===== config.mk =====
export PLATFORM = sky130hd
export DESIGN_NAME = spi_rx_sync
export DESIGN_NICKNAME = d
export VERILOG_FILES = /design/src/rtl/spi_pkg.sv /design/src/rtl/sync_edge.sv /design/src/rtl/spi_rx_sync.sv
export SDC_FILE = /design/constraint.sdc
export NUM_CORES = 1
export LEC_CHECK = 0
export CAP_MARGIN = 10
export CORE_MARGIN = 2
export CORE_UTILIZATION = 55
export DETAILED_ROUTE_END_ITERATION = 10
export PLACE_DENSITY_LB_ADDON = 0.12
export SETUP_SLACK_MARGIN = 0.2
export SLEW_MARGIN = 20
export SYNTH_ARGS = -nofsm -noshare
export SYNTH_HDL_FRONTEND = slang
export SYNTH_SLANG_ARGS = --single-unit

===== constraint.sdc =====
create_clock -name clk -period 3.9 [get_ports clk]
set_input_delay 0.78 -clock clk [delete_from_list [all_inputs] [get_ports clk]]
set_output_delay 0.78 -clock clk [all_outputs]
set_load 0.03 [all_outputs]

===== src/rtl/spi_pkg.sv =====
// Shared definitions for the oversampled SPI receiver: mode encoding,
// sample-edge selection and counter sizing.
package spi_pkg;

  // Mode encoding is {CPOL, CPHA}
  localparam logic [1:0] MODE0 = 2'b00;
  localparam logic [1:0] MODE1 = 2'b01;
  localparam logic [1:0] MODE2 = 2'b10;
  localparam logic [1:0] MODE3 = 2'b11;

  typedef enum logic {
    IDLE  = 1'b0,
    SHIFT = 1'b1
  } rx_state_t;

  function automatic logic [1:0] spi_mode(input int cpol, input int cpha);
    if (cpol == 0 && cpha == 0) return MODE0;
    else if (cpol == 0)         return MODE1;
    else if (cpha == 0)         return MODE2;
    else                        return MODE3;
  endfunction

  // Modes 0 and 3 sample on the rising SCK edge, modes 1 and 2 on the falling edge
  function automatic logic sample_on_rise(input logic [1:0] mode);
    return (mode == MODE0) || (mode == MODE3);
  endfunction

  function automatic int cnt_width(input int width);
    return (width < 2) ? 1 : $clog2(width);
  endfunction

endpackage


===== src/rtl/sync_edge.sv =====
// N-stage synchroniser for one asynchronous input, with a history flop that
// produces single-cycle rise/fall pulses on the synchronised level.
module sync_edge #(
  parameter int   STAGES    = 2,
  parameter logic RESET_VAL = 1'b0
) (
  input  logic clk,
  input  logic rst,
  input  logic async_in,
  output logic level,
  output logic rise,
  output logic fall
);

  logic [STAGES-1:0] sync_q;
  logic              hist_q;

  always_ff @(posedge clk) begin
    if (rst) begin
      sync_q <= {STAGES{RESET_VAL}};
      hist_q <= RESET_VAL;
    end else begin
      sync_q <= {sync_q[STAGES-2:0], async_in};
      hist_q <= sync_q[STAGES-1];
    end
  end

  assign level = sync_q[STAGES-1];
  assign rise  = level & ~hist_q;
  assign fall  = ~level & hist_q;

endmodule


===== src/rtl/spi_rx_sync.sv =====
// SPI slave receiver oversampled in the clk domain: frame-aligned shifting,
// any SPI mode, MSB/LSB-first, single-entry valid/ready output with overrun.
module spi_rx_sync
  import spi_pkg::*;
#(
  parameter int WIDTH       = 8,
  parameter int CPOL        = 0,
  parameter int CPHA        = 0,
  parameter int LSB_FIRST   = 0,
  parameter int SYNC_STAGES = 2
) (
  input  logic             clk,
  input  logic             rst,
  input  logic             spi_sck,
  input  logic             spi_csn,
  input  logic             spi_sdi,
  output logic             data_valid,
  input  logic             data_ready,
  output logic [WIDTH-1:0] data,
  output logic             frame_first,
  output logic             overrun
);

  localparam int            CW          = cnt_width(WIDTH);
  localparam logic          SAMPLE_RISE = sample_on_rise(spi_mode(CPOL, CPHA));
  localparam logic [CW-1:0] LAST        = CW'(WIDTH - 1);

  logic sck_level_unused, sck_rise, sck_fall;
  logic csn_level_unused, csn_rise, csn_fall;
  logic sdi_level, sdi_rise_unused, sdi_fall_unused;

  sync_edge #(.STAGES(SYNC_STAGES), .RESET_VAL(CPOL != 0)) u_sck (
    .clk(clk), .rst(rst), .async_in(spi_sck),
    .level(sck_level_unused), .rise(sck_rise), .fall(sck_fall)
  );

  sync_edge #(.STAGES(SYNC_STAGES), .RESET_VAL(1'b1)) u_csn (
    .clk(clk), .rst(rst), .async_in(spi_csn),
    .level(csn_level_unused), .rise(csn_rise), .fall(csn_fall)
  );

  sync_edge #(.STAGES(SYNC_STAGES), .RESET_VAL(1'b0)) u_sdi (
    .clk(clk), .rst(rst), .async_in(spi_sdi),
    .level(sdi_level), .rise(sdi_rise_unused), .fall(sdi_fall_unused)
  );

  rx_state_t        state_q, state_d;
  logic [WIDTH-1:0] shift_q, shift_next, word_q;
  logic [CW-1:0]    cnt_q;
  logic             sample, word_done_q, first_pending;

  assign sample = SAMPLE_RISE ? sck_rise : sck_fall;

  always_ff @(posedge clk) begin
    if (rst) state_q <= IDLE;
    else     state_q <= state_d;
  end

  always_comb begin
    state_d = state_q;
    case (state_q)
      IDLE:    if (csn_fall) state_d = SHIFT;
      SHIFT:   if (csn_rise) state_d = IDLE;
      default: state_d = IDLE;
    endcase
  end

  always_comb begin
    shift_next = shift_q;
    if (LSB_FIRST != 0) shift_next = {sdi_level, shift_q[WIDTH-1:1]};
    else                shift_next = {shift_q[WIDTH-2:0], sdi_level};
  end

  // Completed words are staged one cycle before reaching the output slot
  always_ff @(posedge clk) begin
    if (rst || state_q == IDLE || csn_rise) begin
      shift_q     <= '0;
      cnt_q       <= '0;
      word_done_q <= 1'b0;
      word_q      <= rst ? '0 : word_q;
    end else begin
      word_done_q <= 1'b0;
      if (sample) begin
        shift_q <= shift_next;
        cnt_q   <= (cnt_q == LAST) ? '0 : cnt_q + CW'(1);
        if (cnt_q == LAST) begin
          word_done_q <= 1'b1;
          word_q      <= shift_next;
        end
      end
    end
  end

  always_ff @(posedge clk) begin
    if (rst) begin
      first_pending <= 1'b0;
    end else if (state_q == IDLE && csn_fall) begin
      first_pending <= 1'b1;
    end else if (word_done_q) begin
      first_pending <= 1'b0;
    end
  end

  // A new word may replace the held one only in the cycle it is transferred
  always_ff @(posedge clk) begin
    if (rst) begin
      data_valid  <= 1'b0;
      data        <= '0;
      frame_first <= 1'b0;
      overrun     <= 1'b0;
    end else begin
      overrun <= 1'b0;
      if (word_done_q) begin
        if (!data_valid || data_ready) begin
          data_valid  <= 1'b1;
          data        <= word_q;
          frame_first <= first_pending;
        end else begin
          overrun <= 1'b1;
        end
      end else if (data_valid && data_ready) begin
        data_valid <= 1'b0;
      end
    end
  end

endmodule


==> out/results.ini <==
[logic_synthesis]
synth_xor_area_frac=0
synth_compound_area_frac=0.0544
muxShareOfSynthArea=0.0669
synth_seq_area_share=0.589
synth_top_family_by_area=simple AND/OR/NAND/NOR gates
syn-num-nets=150
ys_ff_latch=40
synthSimpleGateAreaFrac=0.242
synth_cell_types=25
synth_warnings=0
netlist_area_sq_um=1500
synth_adder_area_share=0.0167
avgSynthCellArea_sq_um=10.5
synthCells=142

[setup_path]
critPathBufInv=1
crit_family=buffers and inverters
critPathSlowestCell=clkdlybuf4s50_1
path_class=reg -> out
reg2reg_depth=3
cp_cell_sequence=clkdlybuf4s50_1
r2r_end=word_q[6]$_SDFFCE_PP0P_
worst-endpoint-arrival_ns=1.39
r2r_slack_ns=2.39
critPathMaxFanout=4
worstSetupStartpointType=flop
required_ns=3.12
endpoint_kind=primary output
r2r_start=u_csn.hist_q$_SDFF_PP1_
worst-path-stages=1
max_stage_delay_ns=0.68

[global_routing]
antenna_found_initial=0
grt_pass1_vias=922
grtUsageTotal=0.154
gr-total-overflow=0
grt_max_degree=34
grt_pass1_wl_um=3760

[route]
first_iter_violations=17
ant_nets=0
wl_um=2200
vias=960
wire_per_inst_um=11.5
vias_per_cell=5.03
dr.pass1.iters=4
drcViolationCount=0

[power]
p_leak_uw=0.000610
power_density_nw_per_um2=378
ir_drop_mv=0.274

[sta]
finalSetupTns_ns=0
worstMarginPinSlew_ns=0.411
maxSlewHeadroom=0.725
fmax_ghz=0.460
hold_viol_final=0
hold_slack_ns=0.416
rsz0062_at_grt=false
maxSlewViolCount=0
post-route-period-util=0.557
setup_viol=0
finClkSkew_ns=0.00854
post-route-min-period_ns=2.17

[clock_network]
cts.sinks=40
root_buffer=clkbuf_4
cts_setup_buffers=0
cts_buffers=5
worstSkewPairLatency_ns=0.33
cts_tree=built
cts_hold_buf=0
clk_pin_slew_ns=0.11
cts_resized=0
clockBufferDepth=2
h-tree-depth=2

[floorplanning]
die_area_sq_um=3150
die_y_um=56.1
core_sq_um=2520
row_count=18
io_pins=17
die_x_um=56.1
initial_core_util=0.593

[finish]
regArea_sq_um=881
diodes=0
final_nets=168
fillers=212
areaGrowthSynthToFinish_pct=14.9
drive_gt1_frac=0.0621
multiInputGateArea_sq_um=568

[status]
status=completed

[hold_path]
min_to=u_csn.sync_q[1]$_SDFF_PP1_
hold_path_class=reg -> reg
hold_depth=1
min-delay-start=u_csn.sync_q[0]$_SDFF_PP1_

[place]
numPortBuffers=16
gp_congestion=0.718

[flow_run]
max-cap-violations=0

-- sequential cells by signal, indices dropped and copies added (netlist names) --
| signal | cells |
|---|---|
| cnt_q | 3 |
| data | 8 |
| data_valid | 1 |
| first_pending | 1 |
| frame_first | 1 |
| overrun | 1 |
| shift_q | 7 |
| state_q | 1 |
| u_csn.hist_q | 1 |
| u_csn.sync_q | 2 |
| u_sck.hist_q | 1 |
| u_sck.sync_q | 2 |
| u_sdi.sync_q | 2 |
| word_done_q | 1 |
| word_q | 8 |
-- cell type report --
cell class / instances / share of cell area
Sequential cell: 40 / 0.513
Clock buffer: 7 / 0.0262
Tap cell: 30 / 0.0218
Clock inverter: 1 / 0.00218
Inverter: 2 / 0.00437
Timing Repair Buffer: 18 / 0.102
Multi-Input combinational cell: 93 / 0.331
-- per-layer routing --
| layer | global-route usage | part of all wire |
|---|---|---|
| met3 | 0.0488 | 0.040 |
| met1 | 0.166 | 0.46 |
| met5 | 0 | 0 |
| met4 | 0.0884 | 0.014 |
| met2 | 0.264 | 0.48 |
-- logic make-up (layout without fill, tap and decap cells) --
kind of cell	count (synthesis)	in the layout
fa+ha+maj	2	2
mux	10	10
flops	40	40
buf+inv	9	28
simple gates	66	66
compound gates	15	15
-- worst max path at each step --
stage                                       start                      end
after global routing                          rst  word_q[0]$_SDFFCE_PP0P_
final                     data_valid$_SDFFE_PP0P_               data_valid
after floorplan                               rst  word_q[0]$_SDFFCE_PP0P_
after global placement                        rst  word_q[5]$_SDFFCE_PP0P_
after CTS                 data_valid$_SDFFE_PP0P_               data_valid
after detailed placement                      rst  word_q[6]$_SDFFCE_PP0P_
-- cell usage after synthesis --
library cell / instances / area, sq um
dfxtp_1: 32 / 641
nand2b_1: 20 / 125
nand2_1: 19 / 71.3
a21oi_1: 12 / 60.1
mux2i_1: 10 / 100
and2_1: 8 / 50.1
edfxtp_1: 8 / 240
nor2b_1: 6 / 37.5
nor2_1: 5 / 18.8
clkbuf_1: 3 / 11.3
or2_2: 3 / 18.8
ha_1: 2 / 25.0
inv_1: 2 / 7.51
a21boi_0: 1 / 7.51
a31o_1: 1 / 8.76
and2b_1: 1 / 7.51
and3_1: 1 / 6.26
and3b_1: 1 / 8.76
buf_1: 1 / 3.75
buf_2: 1 / 5.00
buf_4: 1 / 7.51
buf_6: 1 / 11.3
nand3b_1: 1 / 7.51
nor4bb_1: 1 / 10.0
o21ai_0: 1 / 5.00
-- cell usage in the layout (no fill, tap or decap) --
cell type and n:
nor4bb_1 1, or2_2 3, and2b_1 1, a21oi_1 12, a21boi_0 1, clkdlybuf4s50_1 16
and3b_1 1, a31o_1 1, inv_1 2, o21ai_0 1, and2_1 8, and3_1 1
clkbuf_1 2, edfxtp_1 8, nand2b_1 20, nor2_1 5, clkbuf_4 5, nand3b_1 1
mux2i_1 10, buf_4 2, clkinv_1 1, nor2b_1 6, ha_1 2, nand2_1 19
dfxtp_1 32
-- where the power goes --
| part | switching, uW | internal [uW] | leakage (uW) |
|---|---|---|---|
| Sequential | 3.28 | 428 | 0.000342 |
| Clock | 122 | 69.4 | 0.0000269 |
| Combinational | 13.1 | 13.3 | 0.000241 |
| Total | 139 | 511 | 0.000610 |
-- stage by stage --
stage          power (uW)  cell area, sq um  worst slack, ns  instances   util
3_5_place_dp          468              1670             1.39        183  0.662
2_1_floorplan         459              1500             2.19        142      -
3_3_place_gp          466              1670             1.47        183  0.662
4_1_cts               654              1720             1.71        191  0.681
6_report              650              1720             1.73        191  0.681
5_1_grt               677              1720             1.63        191  0.681
Note: power is estimated with default switching activity, not from simulation.
